**config.mk**
```make
export PLATFORM = sky130hd
export DESIGN_NAME = alu_seq
export DESIGN_NICKNAME = d
export VERILOG_FILES = /design/src/rtl/alu_seq.sv
export SDC_FILE = /design/constraint.sdc
export NUM_CORES = 1
export LEC_CHECK = 0
export CAP_MARGIN = 20
export CORE_ASPECT_RATIO = 1.4
export CORE_MARGIN = 3
export CORE_UTILIZATION = 30
export DETAILED_ROUTE_END_ITERATION = 16
export PLACE_DENSITY = 0.54
export REMOVE_ABC_BUFFERS = 1
export SLEW_MARGIN = 10
export SYNTH_ARGS = -nofsm -noshare
export SYNTH_HDL_FRONTEND = slang
export SYNTH_SLANG_ARGS = --single-unit
```
**constraint.sdc**
```tcl
create_clock -name i_w_clk -period 6.12 [get_ports i_w_clk]
set_clock_uncertainty 0.2 [all_clocks]
set_input_delay 0.612 -clock i_w_clk [delete_from_list [all_inputs] [get_ports i_w_clk]]
set_output_delay 0.612 -clock i_w_clk [all_outputs]
set_load 0.05 [all_outputs]
```
**src/rtl/alu_seq.sv**
```systemverilog
// Multi-cycle ALU for the labcpu datapath. Single-cycle arithmetic, logic and
// shift ops finish in one cycle. Unsigned MUL and DIV run iteratively for W cycles.
// Results and flags are registered and announced by a one-cycle done pulse.
module alu_seq #(
  parameter int p_data_width   = 16,
  parameter int p_flags_width  = 5,
  parameter int p_opcode_width = 4,
  parameter int p_cnt_width    = $clog2(p_data_width + 1)
) (
  input  logic                      i_w_clk,
  input  logic                      i_w_reset,
  input  logic                      i_w_valid,
  output logic                      o_w_ready,
  input  logic [p_data_width-1:0]   i_w_in1,
  input  logic [p_data_width-1:0]   i_w_in2,
  input  logic [p_opcode_width-1:0] i_w_opcode,
  input  logic                      i_w_carry,
  input  logic                      i_w_oe,
  output logic [p_data_width-1:0]   o_w_out,
  output logic [p_data_width-1:0]   o_w_out_hi,
  output logic [p_flags_width-1:0]  o_w_flags,
  output logic                      o_w_done
);

  localparam int dw       = p_data_width;
  localparam int msb      = dw - 1;
  localparam int sh_width = $clog2(dw);

  typedef logic [p_opcode_width-1:0] opcode_t;
  localparam opcode_t op_adc  = opcode_t'(0);
  localparam opcode_t op_sbb1 = opcode_t'(1);
  localparam opcode_t op_sbb2 = opcode_t'(2);
  localparam opcode_t op_nor  = opcode_t'(3);
  localparam opcode_t op_and  = opcode_t'(4);
  localparam opcode_t op_or   = opcode_t'(5);
  localparam opcode_t op_xor  = opcode_t'(6);
  localparam opcode_t op_shl  = opcode_t'(7);
  localparam opcode_t op_shr  = opcode_t'(8);
  localparam opcode_t op_sar  = opcode_t'(9);
  localparam opcode_t op_mul  = opcode_t'(10);
  localparam opcode_t op_div  = opcode_t'(11);

  typedef enum logic {st_idle, st_run} state_t;

  // Flag vector {P,S,Z,O,C}; P/S/Z always describe the low result word.
  function automatic logic [p_flags_width-1:0] pack_flags(input logic [dw-1:0] res,
                                                          input logic ovf, input logic cy);
    logic [p_flags_width-1:0] f;
    f    = '0;
    f[4] = ~^res;
    f[3] = res[msb];
    f[2] = (res == '0);
    f[1] = ovf;
    f[0] = cy;
    return f;
  endfunction

  state_t               state_q, state_d;
  logic [p_cnt_width-1:0] cnt_q;
  logic [dw-1:0]        acc_q, mq_q, opb_q;
  logic                 is_div_q;
  logic [dw-1:0]        res_q, hi_q;
  logic [p_flags_width-1:0] flags_q;
  logic                 done_q;

  logic                 accept, is_long_op;
  logic [sh_width-1:0]  sh_amt;
  logic [dw:0]          add_w, sub1_w, sub2_w, shl_w, shr_w, sar_w;
  logic [dw-1:0]        alu_res;
  logic                 alu_c, alu_o;

  logic [dw:0]          mul_sum, div_shift, div_diff;
  logic [dw-1:0]        acc_nx, mq_nx;
  logic                 hi_nz, long_ovf, long_cy;

  assign o_w_ready  = (state_q == st_idle);
  assign accept     = i_w_valid & o_w_ready;
  assign is_long_op = (i_w_opcode == op_mul) | (i_w_opcode == op_div);

  // W+1-bit arithmetic so bit W is the carry/borrow out; shifts widened by one
  // bit so the last bit shifted out lands in the extra position.
  assign sh_amt = i_w_in2[sh_width-1:0];
  assign add_w  = {1'b0, i_w_in1} + {1'b0, i_w_in2} + {{dw{1'b0}}, i_w_carry};
  assign sub1_w = {1'b0, i_w_in1} - {1'b0, i_w_in2} - {{dw{1'b0}}, i_w_carry};
  assign sub2_w = {1'b0, i_w_in2} - {1'b0, i_w_in1} - {{dw{1'b0}}, i_w_carry};
  assign shl_w  = {1'b0, i_w_in1} << sh_amt;
  assign shr_w  = {i_w_in1, 1'b0} >> sh_amt;
  assign sar_w  = $signed({i_w_in1, 1'b0}) >>> sh_amt;

  // Single-cycle op result, carry and signed overflow.
  always_comb begin
    // NOTE: every always_comb output gets a default first so no path can infer a latch.
    alu_res = '0;
    alu_c   = 1'b0;
    alu_o   = 1'b0;
    case (i_w_opcode)
      op_adc: begin
        alu_res = add_w[msb:0];
        alu_c   = add_w[dw];
        alu_o   = (i_w_in1[msb] == i_w_in2[msb]) & (alu_res[msb] != i_w_in1[msb]);
      end
      op_sbb1: begin
        alu_res = sub1_w[msb:0];
        alu_c   = sub1_w[dw];
        alu_o   = (i_w_in1[msb] != i_w_in2[msb]) & (alu_res[msb] != i_w_in1[msb]);
      end
      op_sbb2: begin
        alu_res = sub2_w[msb:0];
        alu_c   = sub2_w[dw];
        alu_o   = (i_w_in2[msb] != i_w_in1[msb]) & (alu_res[msb] != i_w_in2[msb]);
      end
      op_nor: alu_res = ~(i_w_in1 | i_w_in2);
      op_and: alu_res = i_w_in1 & i_w_in2;
      op_or:  alu_res = i_w_in1 | i_w_in2;
      op_xor: alu_res = i_w_in1 ^ i_w_in2;
      op_shl: begin
        alu_res = shl_w[msb:0];
        alu_c   = shl_w[dw];
        alu_o   = (sh_amt != '0) & (alu_res[msb] != alu_c);
      end
      op_shr: begin
        alu_res = shr_w[dw:1];
        alu_c   = shr_w[0];
        alu_o   = (sh_amt != '0) & i_w_in1[msb];
      end
      op_sar: begin
        alu_res = sar_w[dw:1];
        alu_c   = sar_w[0];
      end
      default: ;
    endcase
  end

  // One iteration step: shift-add for MUL ({acc,mq} = partial product, multiplier
  // drains from mq), restoring subtract for DIV (acc = remainder, mq = dividend/quotient).
  always_comb begin
    mul_sum   = {1'b0, acc_q} + {1'b0, (mq_q[0] ? opb_q : {dw{1'b0}})};
    div_shift = {acc_q, mq_q[msb]};
    div_diff  = div_shift - {1'b0, opb_q};
    if (is_div_q) begin
      if (!div_diff[dw]) begin
        acc_nx = div_diff[msb:0];
        mq_nx  = {mq_q[msb-1:0], 1'b1};
      end else begin
        acc_nx = div_shift[msb:0];
        mq_nx  = {mq_q[msb-1:0], 1'b0};
      end
    end else begin
      {acc_nx, mq_nx} = {mul_sum, mq_q[msb:1]};
    end
    hi_nz    = (acc_nx != '0);
    long_ovf = is_div_q ? (opb_q == '0) : hi_nz;
    long_cy  = is_div_q ? 1'b0 : hi_nz;
  end

  // FSM state register.
  always_ff @(posedge i_w_clk) begin
    // NOTE: sequential state uses non-blocking assignments so all registers update together.
    if (i_w_reset) state_q <= st_idle;
    else           state_q <= state_d;
  end

  // FSM next state: long ops occupy RUN until the final iteration.
  always_comb begin
    state_d = state_q;
    case (state_q)
      st_idle: if (accept && is_long_op)       state_d = st_run;
      st_run:  if (cnt_q == p_cnt_width'(1))   state_d = st_idle;
      default:                                 state_d = st_idle;
    endcase
  end

  // Datapath: operand capture, iteration, result/flag registers and done pulse.
  always_ff @(posedge i_w_clk) begin
    if (i_w_reset) begin
      cnt_q    <= '0;
      acc_q    <= '0;
      mq_q     <= '0;
      opb_q    <= '0;
      is_div_q <= 1'b0;
      res_q    <= '0;
      hi_q     <= '0;
      flags_q  <= '0;
      done_q   <= 1'b0;
    end else begin
      done_q <= 1'b0;
      if (accept) begin
        if (is_long_op) begin
          acc_q    <= '0;
          mq_q     <= i_w_in1;
          opb_q    <= i_w_in2;
          is_div_q <= (i_w_opcode == op_div);
          cnt_q    <= p_cnt_width'(dw);
        end else begin
          res_q   <= alu_res;
          hi_q    <= '0;
          flags_q <= pack_flags(alu_res, alu_o, alu_c);
          done_q  <= 1'b1;
        end
      end else if (state_q == st_run) begin
        acc_q <= acc_nx;
        mq_q  <= mq_nx;
        cnt_q <= cnt_q - p_cnt_width'(1);
        if (cnt_q == p_cnt_width'(1)) begin
          res_q   <= mq_nx;
          hi_q    <= acc_nx;
          flags_q <= pack_flags(mq_nx, long_ovf, long_cy);
          done_q  <= 1'b1;
        end
      end
    end
  end

  assign o_w_out    = i_w_oe ? res_q : '0;
  assign o_w_out_hi = i_w_oe ? hi_q  : '0;
  assign o_w_flags  = flags_q;
  assign o_w_done   = done_q;

endmodule

```
# Word-level counts from Yosys, hierarchy flattened
# Index checks and enable logic that the tools add are counted.
[classes]
muxes = 40
magnitude_cmp = 0
n_addsub = 9
shifts = 3
reduce_logical = 14
eq_ne = 21
n_div = 0
bitwise_logic = 12
n_mul = 0
[ops]
columns = ["op", "n"]
rows = [
  ["16-bit two-way mux", 20],
  ["16-bit one-hot mux with 10 select lines", 1],
  ["16-bit zero test", 3],
  ["5-bit two-way mux", 7],
  ["16-bit by 16-bit adder with 17-bit output", 2],
  ["16-bit by 16-bit subtractor with 17-bit output", 2],
  ["17-bit by 1-bit subtractor with 17-bit output", 2],
  ["16-bit XNOR reduction", 2],
  ["17-bit by 1-bit adder with 17-bit output", 1],
  ["16-bit by 4-bit left shift with 17-bit output", 1],
  ["17-bit by 4-bit >> shifter with 17-bit output", 1],
  ["17-bit by 4-bit >>> shifter with 17-bit output", 1],
  ["17-bit by 16-bit subtractor with 17-bit output", 1],
  ["16-bit bitwise AND", 1],
  ["4-bit by 3-bit == test with 1-bit output, second input constant", 4],
  ["4-bit == test, second input constant", 4],
  ["16-bit inverter", 1],
  ["16-bit bitwise OR", 1],
  ["16-bit nonzero test", 1],
  ["16-bit XOR", 1],
  ["1-bit two-way mux", 9],
  ["4-bit by 2-bit == test with 1-bit output, second input constant", 2],
  ["1-bit bitwise AND", 6],
  ["1-bit != test", 6],
  ["other kinds (17)", 19],
]
[word_totals]
input_bits = 41
n_memories = 0
mem_bits_rw = 0
latchBits = 0
reg_bits = 93
romBits = 0

# Depth between registers and ports, before layout
[logic_depth]
word_depth = 8
depth_mapped = 22
depth_no_buf = 19

# Worst setup path after synthesis
# OpenSTA, ideal clock, no wires.
[synth_timing]
path_type = "in2reg"
start = "input i_w_in2[2]"
end = "register flags_q[4] (netlist: o_w_flags[4])"
n_path_buf = 4
setup_time_ns = 0.091
t_required_ns = 5.829
path_slack_ns = 0.897
stages = 21
t_arrival_ns = 4.932
cell_sequence = "clkbuf_1 inv_1 buf_1 clkbuf_1 ha_1 clkbuf_1 nor2b_1 o21a_1 o21ai_0 a21oi_1 a311o_1 o31ai_1 o21ai_0 xor2_1 a211oi_1 ha_1 xnor2_1 xnor2_1 xnor2_1 nand2_1 a311oi_1"
[synth_via]
elab_chain_len = 6
[synth_rtl]
columns = ["item", "line_no", "rtl"]
rows = [
  ["start, declared", "15", "input logic [p_data_width-1:0] i_w_in2,"],
  ["16-bit by 16-bit subtractor with 17-bit output, or another cell as far along", "85", "assign sub2_w = {1'b0, i_w_in2} - {1'b0, i_w_in1} - {{dw{1'b0}}, i_w_carry};"],
  ["17-bit by 1-bit subtractor with 17-bit output, or another cell as far along", "85", ""],
  ["16-bit one-hot mux with 10 select lines *", "96", "case (i_w_opcode)"],
  ["16-bit XNOR reduction *", "50", "f[4] = ~^res;"],
  ["5-bit two-way mux *", "188", "if (is_long_op) begin"],
  ["5-bit two-way mux *", "187", "if (accept) begin"],
  ["end signal, assigned", "197", "flags_q <= pack_flags(alu_res, alu_o, alu_c);"],
  ["end signal, assigned", "207", "flags_q <= pack_flags(mq_nx, long_ovf, long_cy);"],
  ["end, declared", "63", "logic [p_flags_width-1:0] flags_q;"],
]
# Every way passes the cells marked *; elsewhere a longest branch is shown, timed or not. The select of a mux whose other input is x is not followed.
# A chain may end at the register's enable or synchronous reset.

# Final worst setup path
[layout_timing]
start = "input i_w_in1[0]"
end = "register flags_q[4] (netlist: o_w_flags[4])"
[layout_via]
elab_chain_len = 6
[layout_rtl]
columns = ["item", "line_no", "rtl"]
rows = [
  ["start, declared", "14", "input logic [p_data_width-1:0] i_w_in1,"],
  ["16-bit by 16-bit subtractor with 17-bit output, or another cell as far along", "85", ""],
  ["17-bit by 1-bit subtractor with 17-bit output, or another cell as far along", "85", ""],
  ["16-bit one-hot mux with 10 select lines *", "96", ""],
  ["16-bit XNOR reduction *", "50", ""],
  ["5-bit two-way mux *", "188", ""],
  ["5-bit two-way mux *", "187", ""],
]
# Marked as above.

==> results.sh <==
export IMPL_crit_chain="clkdlybuf4s50_1 -> inv_1 -> fa_1 -> fa_1 -> o21ai_0 -> a21boi_0 -> o21bai_1 -> a31oi_1 -> a31oi_1 -> o32a_1 -> o211ai_1 -> a211oi_1 -> ha_1 -> xnor2_1 -> xnor2_1 -> xnor2_1 -> nand2_1 -> a311oi_1"
export IMPL_crit_path_end_kind="flop"
export IMPL_n_antenna_cell=0
export IMPL_ant_nets=0
export IMPL_reg2reg_from="mq_q[0]"
export IMPL_yosysMostFrequentCell="nand2_1"
export IMPL_synth_top_cell_area_share_pct=15.3
export IMPL_cts_setup_buffers=0
export IMPL_hold_path_class="flop to flop"
export IMPL_route_met2_wl_microns=23900
export IMPL_vias=12300
export IMPL_min_period_ns=5.72
export IMPL_worst_pin_slew_ns=1.01
export IMPL_portBuffers=79
export IMPL_drt_pass1_iter_count=5
export IMPL_critPathSlowestCell="clkdlybuf4s50_1"
export IMPL_area_delta_synth_final_pct=15.3
export IMPL_routed_via_density=5.60
export IMPL_yosysSeqAreaShare_pct=15.3
export IMPL_p_leak_nw=5.52
export IMPL_synth_area_leaders="dfxtp_1, ha_1, a21oi_1"
export IMPL_regArea_sq_mm=0.00184
export IMPL_grt_start_max_net_pins=93
export IMPL_drive_gt1_share_pct=8.71
export IMPL_ys_warn_count=0
export IMPL_whs_ns=0.248
export IMPL_ys_seq_elements=92
export IMPL_p_per_area_mw_per_mm2=166
export IMPL_critPathLaunchType="input port"
export IMPL_setup_violations=0
export IMPL_drt_drc_violations_left=0
export IMPL_synthCells=1595
export IMPL_fmax_mhz=175
export IMPL_grt_pass1_vias=12300
export IMPL_ios=80
export IMPL_slew_headroom_pct=33.0
export IMPL_crit_top_cell="xnor2_1"
export IMPL_worstPathMaxFanout=8
export IMPL_critPathArrivalTime_ns=5.78
export IMPL_synth_cell_types=94
export IMPL_hold_buffers=0
export IMPL_syn_area_sq_mm=0.0120
export IMPL_drt_met1_wl_microns=18000
export IMPL_ir_drop_mv=0.110
export IMPL_syn_avg_cell_area_sq_um=7.54
export IMPL_root_buffer="clkbuf_16"
export IMPL_routabilityCongestion=0.975
export IMPL_multi_input_area_sq_mm=0.00942
export IMPL_dp_hpwl_microns=37400
export IMPL_drt_total_wl_microns=47600
export IMPL_yosys_area_top_type="dfxtp_1"
export IMPL_grt_pass1_wl_microns=72600
export IMPL_clkSinkCount=92
export IMPL_period_share_pct=93.5
export IMPL_clk_latency_ns=0.36
export IMPL_drtIter0Drc=914
export IMPL_nets=1851
export IMPL_rsz0062_at_grt="no"
export IMPL_dieArea_sq_mm=0.0425
export IMPL_top_layer="met4"
export IMPL_coreArea_sq_mm=0.0395
export IMPL_fin_tns_setup_ns=0
export IMPL_cts_max_path_buffers=2
export IMPL_fillCellCount=4257
export IMPL_cts_buffers=9
export IMPL_r2r_cells=13
export IMPL_rows=86
export IMPL_cts_tree="yes"
export IMPL_worstSetupPathType="input port to flop"
export IMPL_hold_viol=0
export IMPL_synth_enable_flop_cells=0
export IMPL_cts_resized=0
export IMPL_drv_cap=0
export IMPL_status="finished clean"
export IMPL_max_stage_delay_ns=0.70
export IMPL_crit_required_ns=6.18
export IMPL_timing_reg2reg_setup_slack_ns=1.32
export IMPL_yosys_top_cells_count="nand2_1, nor2_1, ha_1"
export IMPL_slew_viol_final=0
export IMPL_cts_htree_levels=3
export IMPL_antenna_found_initial=0
export IMPL_r2r_end="o_w_flags[1]"
export IMPL_grt_util_all_layers_pct=21.8
export IMPL_die_y_microns=243
export IMPL_start_util_pct=30.4
export IMPL_async_flop_share_pct=0
export IMPL_clk_pin_slew_worst_paths_ns=0.08
export IMPL_wl_per_cell_microns=21.7
export IMPL_met3_length_microns=1700
export IMPL_startpoint="i_w_in1[0]"
export IMPL_die_x_microns=175
export IMPL_postSynth_topFlopCell="dfxtp_1"
export IMPL_endpoint="o_w_flags[4]"
export IMPL_globalRouteOverflowTotal=0
[stage by stage]
step	std cells	setup WS (ns)	area, sq um	utilization, %	power, W
after floorplan	1502	1.45	11600	-	0.00131
after global placement	2176	0.172	13500	34.3	0.00169
after detailed placement	2176	0.0258	13500	34.3	0.00169
after CTS	2192	0.392	13900	35.1	0.00231
after global routing	2192	0.00708	13900	35.1	0.00243
final	2192	0.399	13900	35.1	0.00230
[power breakdown]
group	switching (W)	internal, W	total [W]
Combinational	0.000631	0.000419	0.00105
Sequential	0.0000161	0.000618	0.000634
Clock	0.000285	0.000328	0.000612
Total	0.000932	0.00136	0.00230
[worst max-delay path: cells and delay by family]
kind / cells / cell delay (ns)
AOI/OAI and AO/OA: 9 / 2.39
and+or+nand+nor: 1 / 0.07
adders and majority gates: 3 / 1.32
buffers and inverters: 2 / 0.90
xor gates and xnor gates: 3 / 0.49
[cell families after synthesis]
group | Yosys count | share of synthesized area, %
adder cells (fa/ha/maj) | 152 | 16.3
XOR/XNOR | 72 | 5.25
AO/OA/AOI/OAI | 478 | 26.7
buffers and inverters | 184 | 6.46
flip-flops | 92 | 15.3
AND/OR/NAND/NOR | 556 | 22.4
multiplexers | 61 | 7.57
[how the worst min path moves through the flow]
stage	slack, ns	startpoint	to	cells after the start
floorplan	0.22	hi_q[2]	hi_q[2]	2
global placement	0.24	res_q[3]	res_q[3]	2
detailed placement	0.24	hi_q[4]	hi_q[4]	2
CTS	0.25	hi_q[4]	hi_q[4]	2
global route	0.28	res_q[6]	res_q[6]	2
finish	0.25	hi_q[4]	hi_q[4]	2
[layout make-up]
cell class / instances / share of cell area (%)
Clock buffer: 9 / 1.62
Clock inverter: 7 / 0.659
Inverter: 91 / 2.46
Multi-Input combinational cell: 1319 / 67.9
Sequential cell: 92 / 13.3
Tap cell: 528 / 4.77
Timing Repair Buffer: 146 / 9.24
[state kept, by name, indices dropped and copies added (netlist names)]
signal / flops
acc_q: 16
cnt_q: 5
hi_q: 16
is_div_q: 1
mq_q: 16
o_w_done: 1
o_w_flags: 5
opb_q: 16
res_q: 15
state_q: 1
[routing by layer]
| layer | global-route usage, % | vias up |
|---|---|---|
| met3 | 2.11 | 147 |
| li1 | - | 5902 |
| met1 | 23.9 | 5831 |
| met5 | 0 | - |
| met2 | 38.8 | 393 |
| met4 | 15.7 | 0 |
[placed cells by master (no fill, tap or decap), types with 27 or more instances in the layout]
master,Yosys,routed
a211oi_1,27,27
a21oi_1,130,130
and2_1,63,63
buf_4,2,68
clkdlybuf4s50_1,0,76
dfxtp_1,92,91
ha_1,143,143
inv_1,89,89
mux2i_1,32,32
nand2_1,160,160
nand3_1,30,30
nor2_1,147,147
nor3_1,37,37
o211ai_1,28,28
o21ai_0,92,92
xnor2_1,48,48
Power figures use the tool's default switching activity.
